<file path="src/rtl/tft_lcd_timing_gen.sv">
// tft_lcd_timing_gen: TFT panel timing generator with pixel-stream alignment; colour bars when TFT_TIMING_TEST_PATTERN_EN is defined
module tft_lcd_timing_gen #(
    parameter int H_ACTIVE = 480,
    parameter int H_FP     = 2,
    parameter int H_SYNC   = 41,
    parameter int H_BP     = 2,
    parameter int V_ACTIVE = 272,
    parameter int V_FP     = 2,
    parameter int V_SYNC   = 10,
    parameter int V_BP     = 2
) (
    input  logic        CLK,
    input  logic        RST,
    input  logic        EN,
    input  logic        PIX_VALID,
    output logic        PIX_READY,
    input  logic [23:0] PIX_DATA,
    input  logic        PIX_SOF,
    input  logic        CLR_STATUS,
    output logic        TFT_PCLK,
    output logic        TFT_DISP,
    output logic        TFT_HSYNC,
    output logic        TFT_VSYNC,
    output logic        TFT_DE,
    output logic [23:0] TFT_RGB,
    output logic        FRAME_START,
    output logic        UNDERFLOW,
    output logic        SYNC_ERR
);
    localparam int H_TOTAL = H_ACTIVE + H_FP + H_SYNC + H_BP;
    localparam int V_TOTAL = V_ACTIVE + V_FP + V_SYNC + V_BP;
    localparam int HW = $clog2(H_TOTAL + 1);
    localparam int VW = $clog2(V_TOTAL + 1);
    localparam logic [HW-1:0] H_LAST = HW'(H_TOTAL - 1);
    localparam logic [HW-1:0] H_ACT  = HW'(H_ACTIVE);
    localparam logic [HW-1:0] H_SS   = HW'(H_ACTIVE + H_FP);
    localparam logic [HW-1:0] H_SE   = HW'(H_ACTIVE + H_FP + H_SYNC);
    localparam logic [VW-1:0] V_LAST = VW'(V_TOTAL - 1);
    localparam logic [VW-1:0] V_ACT  = VW'(V_ACTIVE);
    localparam logic [VW-1:0] V_SS   = VW'(V_ACTIVE + V_FP);
    localparam logic [VW-1:0] V_SE   = VW'(V_ACTIVE + V_FP + V_SYNC);

    typedef enum logic [1:0] {S_OFF, S_ALIGN, S_RUN} state_t;

    state_t        state, state_n;
    logic [HW-1:0] h_cnt;
    logic [VW-1:0] v_cnt;
    logic          h_end, v_end, active, origin, hs, vs, on;
    logic          ready, uf_set, se_set;
    logic [23:0]   rgb_n;

    assign TFT_PCLK  = CLK;
    assign PIX_READY = ready;
    assign h_end     = h_cnt == H_LAST;
    assign v_end     = v_cnt == V_LAST;
    assign active    = (h_cnt < H_ACT) && (v_cnt < V_ACT);
    assign origin    = (h_cnt == '0) && (v_cnt == '0);
    assign hs        = (h_cnt >= H_SS) && (h_cnt < H_SE);
    assign vs        = (v_cnt >= V_SS) && (v_cnt < V_SE);
    assign on        = EN && (state != S_OFF);

`ifdef TFT_TIMING_TEST_PATTERN_EN
    localparam int BAR_W = (H_ACTIVE >= 8) ? H_ACTIVE / 8 : 1;
    localparam logic [23:0] BARS [8] = '{24'hFFFFFF, 24'hFFFF00, 24'h00FFFF, 24'h00FF00,
                                         24'hFF00FF, 24'hFF0000, 24'h0000FF, 24'h000000};
    int         bar_q;
    logic [2:0] bar;

    // Colour bar index from the horizontal position, clamped to the last bar
    always_comb begin
        bar_q = int'(h_cnt) / BAR_W;
        bar   = (bar_q > 7) ? 3'd7 : bar_q[2:0];
    end
`endif

    // Pixel/line counters run only while enabled, so re-enable always starts at the origin
    always_ff @(posedge CLK or posedge RST) begin
        if (RST) begin
            h_cnt <= '0;
            v_cnt <= '0;
        end else if (!EN) begin
            h_cnt <= '0;
            v_cnt <= '0;
        end else begin
            h_cnt <= h_end ? '0 : h_cnt + 1'b1;
            if (h_end)
                v_cnt <= v_end ? '0 : v_cnt + 1'b1;
        end
    end

    // State register
    always_ff @(posedge CLK or posedge RST) begin
        if (RST)
            state <= S_OFF;
        else
            state <= state_n;
    end

    // Next state, stream handshake, pixel selection and status set conditions
    always_comb begin
        state_n = state;
        ready   = 1'b0;
        rgb_n   = '0;
        uf_set  = 1'b0;
        se_set  = 1'b0;
        if (!EN)
            state_n = S_OFF;
        else begin
            case (state)
                S_OFF: state_n = S_ALIGN;
`ifdef TFT_TIMING_TEST_PATTERN_EN
                S_ALIGN: state_n = origin ? S_RUN : S_ALIGN;
                default: state_n = S_RUN;
`else
                S_ALIGN: begin
                    ready = PIX_VALID && (!PIX_SOF || origin);
                    if (PIX_VALID && PIX_SOF && origin) begin
                        state_n = S_RUN;
                        rgb_n   = PIX_DATA;
                    end
                end
                default: begin
                    if (active) begin
                        ready = !(PIX_VALID && PIX_SOF && !origin);
                        if (!PIX_VALID)
                            uf_set = 1'b1;
                        else if (PIX_SOF == origin)
                            rgb_n = PIX_DATA;
                        else begin
                            se_set  = 1'b1;
                            state_n = S_ALIGN;
                        end
                    end
                end
`endif
            endcase
        end
`ifdef TFT_TIMING_TEST_PATTERN_EN
        if (on && active)
            rgb_n = BARS[bar];
`endif
    end

    // Panel outputs registered one cycle behind the counters; forced idle when off or disabling
    always_ff @(posedge CLK or posedge RST) begin
        if (RST) begin
            TFT_DISP    <= 1'b0;
            TFT_HSYNC   <= 1'b1;
            TFT_VSYNC   <= 1'b1;
            TFT_DE      <= 1'b0;
            TFT_RGB     <= '0;
            FRAME_START <= 1'b0;
        end else begin
            TFT_DISP    <= on;
            TFT_HSYNC   <= !(on && hs);
            TFT_VSYNC   <= !(on && vs);
            TFT_DE      <= on && active;
            TFT_RGB     <= rgb_n;
            FRAME_START <= on && origin;
        end
    end

    // Sticky status flags; a new event takes priority over a clear
    always_ff @(posedge CLK or posedge RST) begin
        if (RST) begin
            UNDERFLOW <= 1'b0;
            SYNC_ERR  <= 1'b0;
        end else begin
            UNDERFLOW <= uf_set || (UNDERFLOW && !CLR_STATUS);
            SYNC_ERR  <= se_set || (SYNC_ERR && !CLR_STATUS);
        end
    end
endmodule

</file>
<file path="config.mk">
export PLATFORM = sky130hd
export DESIGN_NAME = tft_lcd_timing_gen
export DESIGN_NICKNAME = d
export VERILOG_FILES = /design/src/rtl/tft_lcd_timing_gen.sv
export SDC_FILE = /design/constraint.sdc
export NUM_CORES = 1
export LEC_CHECK = 0
export CAP_MARGIN = 20
export CORE_MARGIN = 2
export CORE_UTILIZATION = 33
export DETAILED_ROUTE_END_ITERATION = 8
export PLACE_DENSITY = 0.58
export SYNTH_ARGS = -nofsm -noshare
export SYNTH_HDL_FRONTEND = slang
export SYNTH_SLANG_ARGS = --single-unit
</file>
<file path="constraint.sdc">
create_clock -name CLK -period 5.56 [get_ports CLK]
set_input_delay 1.39 -clock CLK [delete_from_list [all_inputs] [get_ports CLK]]
set_output_delay 1.39 -clock CLK [all_outputs]
set_load 0.02 [all_outputs]
</file>
Word level (Yosys, flattened, before mapping)
Index checks and enable logic that the tools add are counted.

Flip-flop bits (word level): 52. Input bits: 30. Output and inout port bits: 33. Word-level logic and storage cells: 87.

Add/sub/neg operators: 2. Order comparisons: 6. Eq/ne operators: 9. Multiplexer cells: 29. Reduce and logical (&&, ||, !) cells: 30.

Operators by type and width (count): $mux W24 (5); $pmux W24 S2 (1); $mux W9 (3); $mux W10 (2); $lt A9 B9 Y1 const B (2); $logic_and A1 B1 Y1 (15); $mux W1 (11); $add A10 B1 Y10 const B (1); $eq A10 B10 Y1 const B (1); $ge A10 B9 Y1 const B (1); $logic_not A10 Y1 (1); $lt A10 B10 Y1 const B (1); $lt A10 B9 Y1 const B (1); $mux W2 (5); $add A9 B1 Y9 const B (1); $eq A9 B9 Y1 const B (1); $ge A9 B9 Y1 const B (1); $logic_not A9 Y1 (1); $ne A4 B1 Y1 const B (2); $logic_not A1 Y1 (6); $ne A4 B2 Y1 const B (1); $pmux W2 S2 (1); $reduce_and A4 Y1 (1); $logic_or A1 B1 Y1 (3); 8 further kinds (8).

Logic depth before layout (Yosys ltp)
Depth in word-level cells: 9. Mapped depth: 9. Depth with buffers taken out: 9.

==> impl_metrics.json <==
{
  "fin_area_um2": 3400,
  "path_class": "clk -> out",
  "worstSetupStartpointType": "clock port",
  "critPathCaptureType": "primary output",
  "synthDominantCellAreaShare_pct": 48.64,
  "cts.clk_slew.worst_paths_ps": 90,
  "fp.dieArea_um2": 8517,
  "cp_max_fo": 2,
  "place_area_um2": 3229,
  "hpwl_um": 3756,
  "cts_tree": "built",
  "fin_nets": 327,
  "fillers": 722,
  "drt-initial-drc-count": 46,
  "synth_nets": 266,
  "p_per_area_nw_per_um2": 251.7,
  "relSlewSlack_pct": 57.18,
  "critPathSlowestCell": "clkdlybuf4s50_1",
  "cp_common_cell": "clkbuf_8",
  "ys_dominant_reg_cell": "dfrtp_1",
  "yosys_warnings": 0,
  "core-area_um2": 7647,
  "cts_setup_buffers": 0,
  "cts-resized-gates": 0,
  "hold_violations": 0,
  "finalSetupViolations": 0,
  "synth_most_common_cell": "dfrtp_1",
  "cp.required_ps": 4170,
  "setup-tns-final_ps": 0,
  "final_util_pct": 44.45,
  "antenna_found_initial": 0,
  "total_leakage_power_nw": 1.407,
  "fin_skew_ps": 5.212,
  "die_height_um": 92.29,
  "postRouteWirelength_um": 5495,
  "overflow": 0,
  "vias": 1870,
  "via_per_inst": 4.758,
  "drt-met1-wl_um": 2564,
  "routed_wire_length_per_instance_um": 13.98,
  "slew_violations": 0,
  "ioPinCount": 63,
  "arrival_ps": 3530,
  "met2WireLength_um": 2637,
  "finalWorstSetupSlack_ps": 639.7,
  "syn_area_um2": 2572,
  "ys_seq_elements": 52,
  "initial_core_util_pct": 33.64,
  "ys_top_cells_by_count": "50 x dfrtp_1, 24 x nand2_1, 20 x a21boi_2",
  "highest_layer": "met4",
  "ys_async_sr_fraction_pct": 100.0,
  "drt_first_pass_iters": 4,
  "synth_top_cell_by_area": "dfrtp_1",
  "status": "complete, no violations",
  "drive_gt1_share_pct": 17.87,
  "grt_pass1_wl_um": 9522,
  "maxCapViolCount": 0,
  "synth_enable_flop_cells": 0,
  "rsz0062_at_grt": "false",
  "finalWeightedCongestion": 0.7866,
  "area_growth_pct": 32.15,
  "cp_cell_sequence": "clkbuf_8 -> clkbuf_8 -> clkdlybuf4s50_1",
  "routed-wl-met3_um": 183,
  "crit_path_max_incr_delay_ps": 520,
  "multi_input_area_um2": 1121,
  "rows": 32,
  "regArea_um2": 1304,
  "track_usage_pct": 14.25,
  "post-route-drc-count": 0,
  "dp_slack_ps": 881.5,
  "vdd_drop_max_v": 0.0003237,
  "max_slew.worst_pin.slew_ps": 642.3,
  "grt_max_degree": 53,
  "syn_inst": 230,
  "synthTopCellsByArea": "dfrtp_1 49%, a21boi_2 8.8%, nand2_1 3.5%",
  "ctsHoldBuffers": 0,
  "diodes": 0,
  "ys_seq_area_share_pct": 50.68,
  "numPortBuffers": 62,
  "synthDistinctLibCells": 47,
  "clkLatencyLatePin_ps": 420,
  "syn_avg_cell_area_um2": 11.18,
  "grt_pass1_vias": 1902,
  "ant_nets": 0,
  "hp-class": "reg -> reg",
  "die_x_um": 92.29,
  "p_total_mw": 0.8556
}
## cell usage in the layout, fill, tap and decap left out, types with 2 or more instances in the layout
master / Yosys / layout
clkdlybuf4s50_1: 0 / 62
dfrtp_1: 50 / 50
nand2_1: 24 / 24
a21boi_2: 20 / 20
nor2_1: 14 / 14
nand3_1: 10 / 10
inv_1: 11 / 10
a21oi_1: 9 / 9
clkbuf_8: 0 / 8
o22ai_1: 7 / 7
xnor2_1: 6 / 6
ha_1: 6 / 6
or3_1: 5 / 5
nor3_1: 5 / 5
nand2b_1: 4 / 4
a21boi_1: 4 / 4
and3_1: 3 / 3
o21ai_0: 3 / 3
nor4_1: 3 / 3
o32ai_1: 3 / 3
dfstp_2: 2 / 2
and2_1: 2 / 2
nor4_4: 2 / 2
and4_2: 2 / 2
xor2_1: 2 / 2
bufinv_16: 0 / 2
buf_4: 1 / 2
## logic make-up (layout without fill, tap and decap cells)
group / after synthesis / in the layout / share of synthesized area [%]
XOR/XNOR: 8 / 8 / 2.724
multiplexers: 1 / 1 / 0.4377
AND/OR/NAND/NOR: 88 / 88 / 20.62
AO/OA/AOI/OAI: 51 / 51 / 16.88
flip-flops: 52 / 52 / 50.68
buffers and inverters: 24 / 85 / 5.739
adder cells (fa/ha/maj): 6 / 6 / 2.918
## cell type report
type / count / share of cell area, %
timing repair buffer: 63 / 18.40
tap: 102 / 3.754
clock inverter: 2 / 1.767
multi-input combinational: 154 / 32.98
inverter: 11 / 1.215
clock buffer: 9 / 3.533
sequential: 52 / 38.35
## layer usage
layer	track usage, %	up-vias
met4	7.338	0
met1	19.80	903
met5	0	-
met3	3.011	10
li1	-	918
met2	20.96	39
## flip-flops by register name, indices dropped and copies added, names as in the netlist
register and count:
TFT_RGB 24, h_cnt 10, v_cnt 9, state 2, FRAME_START 1, SYNC_ERR 1
TFT_DE 1, TFT_DISP 1, TFT_HSYNC 1, TFT_VSYNC 1, UNDERFLOW 1
## path summary, 6_finish.rpt
path	start	slack, ps	cells past startpoint	endpoint
max	CLK	640	3	TFT_PCLK
min	h_cnt[0]	520	1	h_cnt[0]
max reg2reg	h_cnt[1]	2690	8	TFT_RGB[19]
min reg2reg	h_cnt[0]	520	1	h_cnt[0]
max in group asynchronous	RST	3680	3	TFT_RGB[12]
min in group asynchronous	RST	1460	3	TFT_RGB[17]
## per-stage QoR
step,std cells,hold slack [ps]
floorplan,230,473.9
global placement,383,506.8
detailed placement,383,511.6
CTS,393,523.9
global route,393,556.8
finish,393,518.4
## worst max-delay path: cells and delay by family
family                 cells  cell delay (ps)
buffers and inverters      3              750
## power breakdown
| part | switching (mW) | internal [mW] | total (mW) | leakage, nW |
|---|---|---|---|---|
| sequential | 0.00523 | 0.385 | 0.391 | 0.711 |
| combinational | 0.0392 | 0.0436 | 0.0828 | 0.606 |
| clock | 0.147 | 0.235 | 0.382 | 0.0897 |
(Power assumes the default switching activity.)
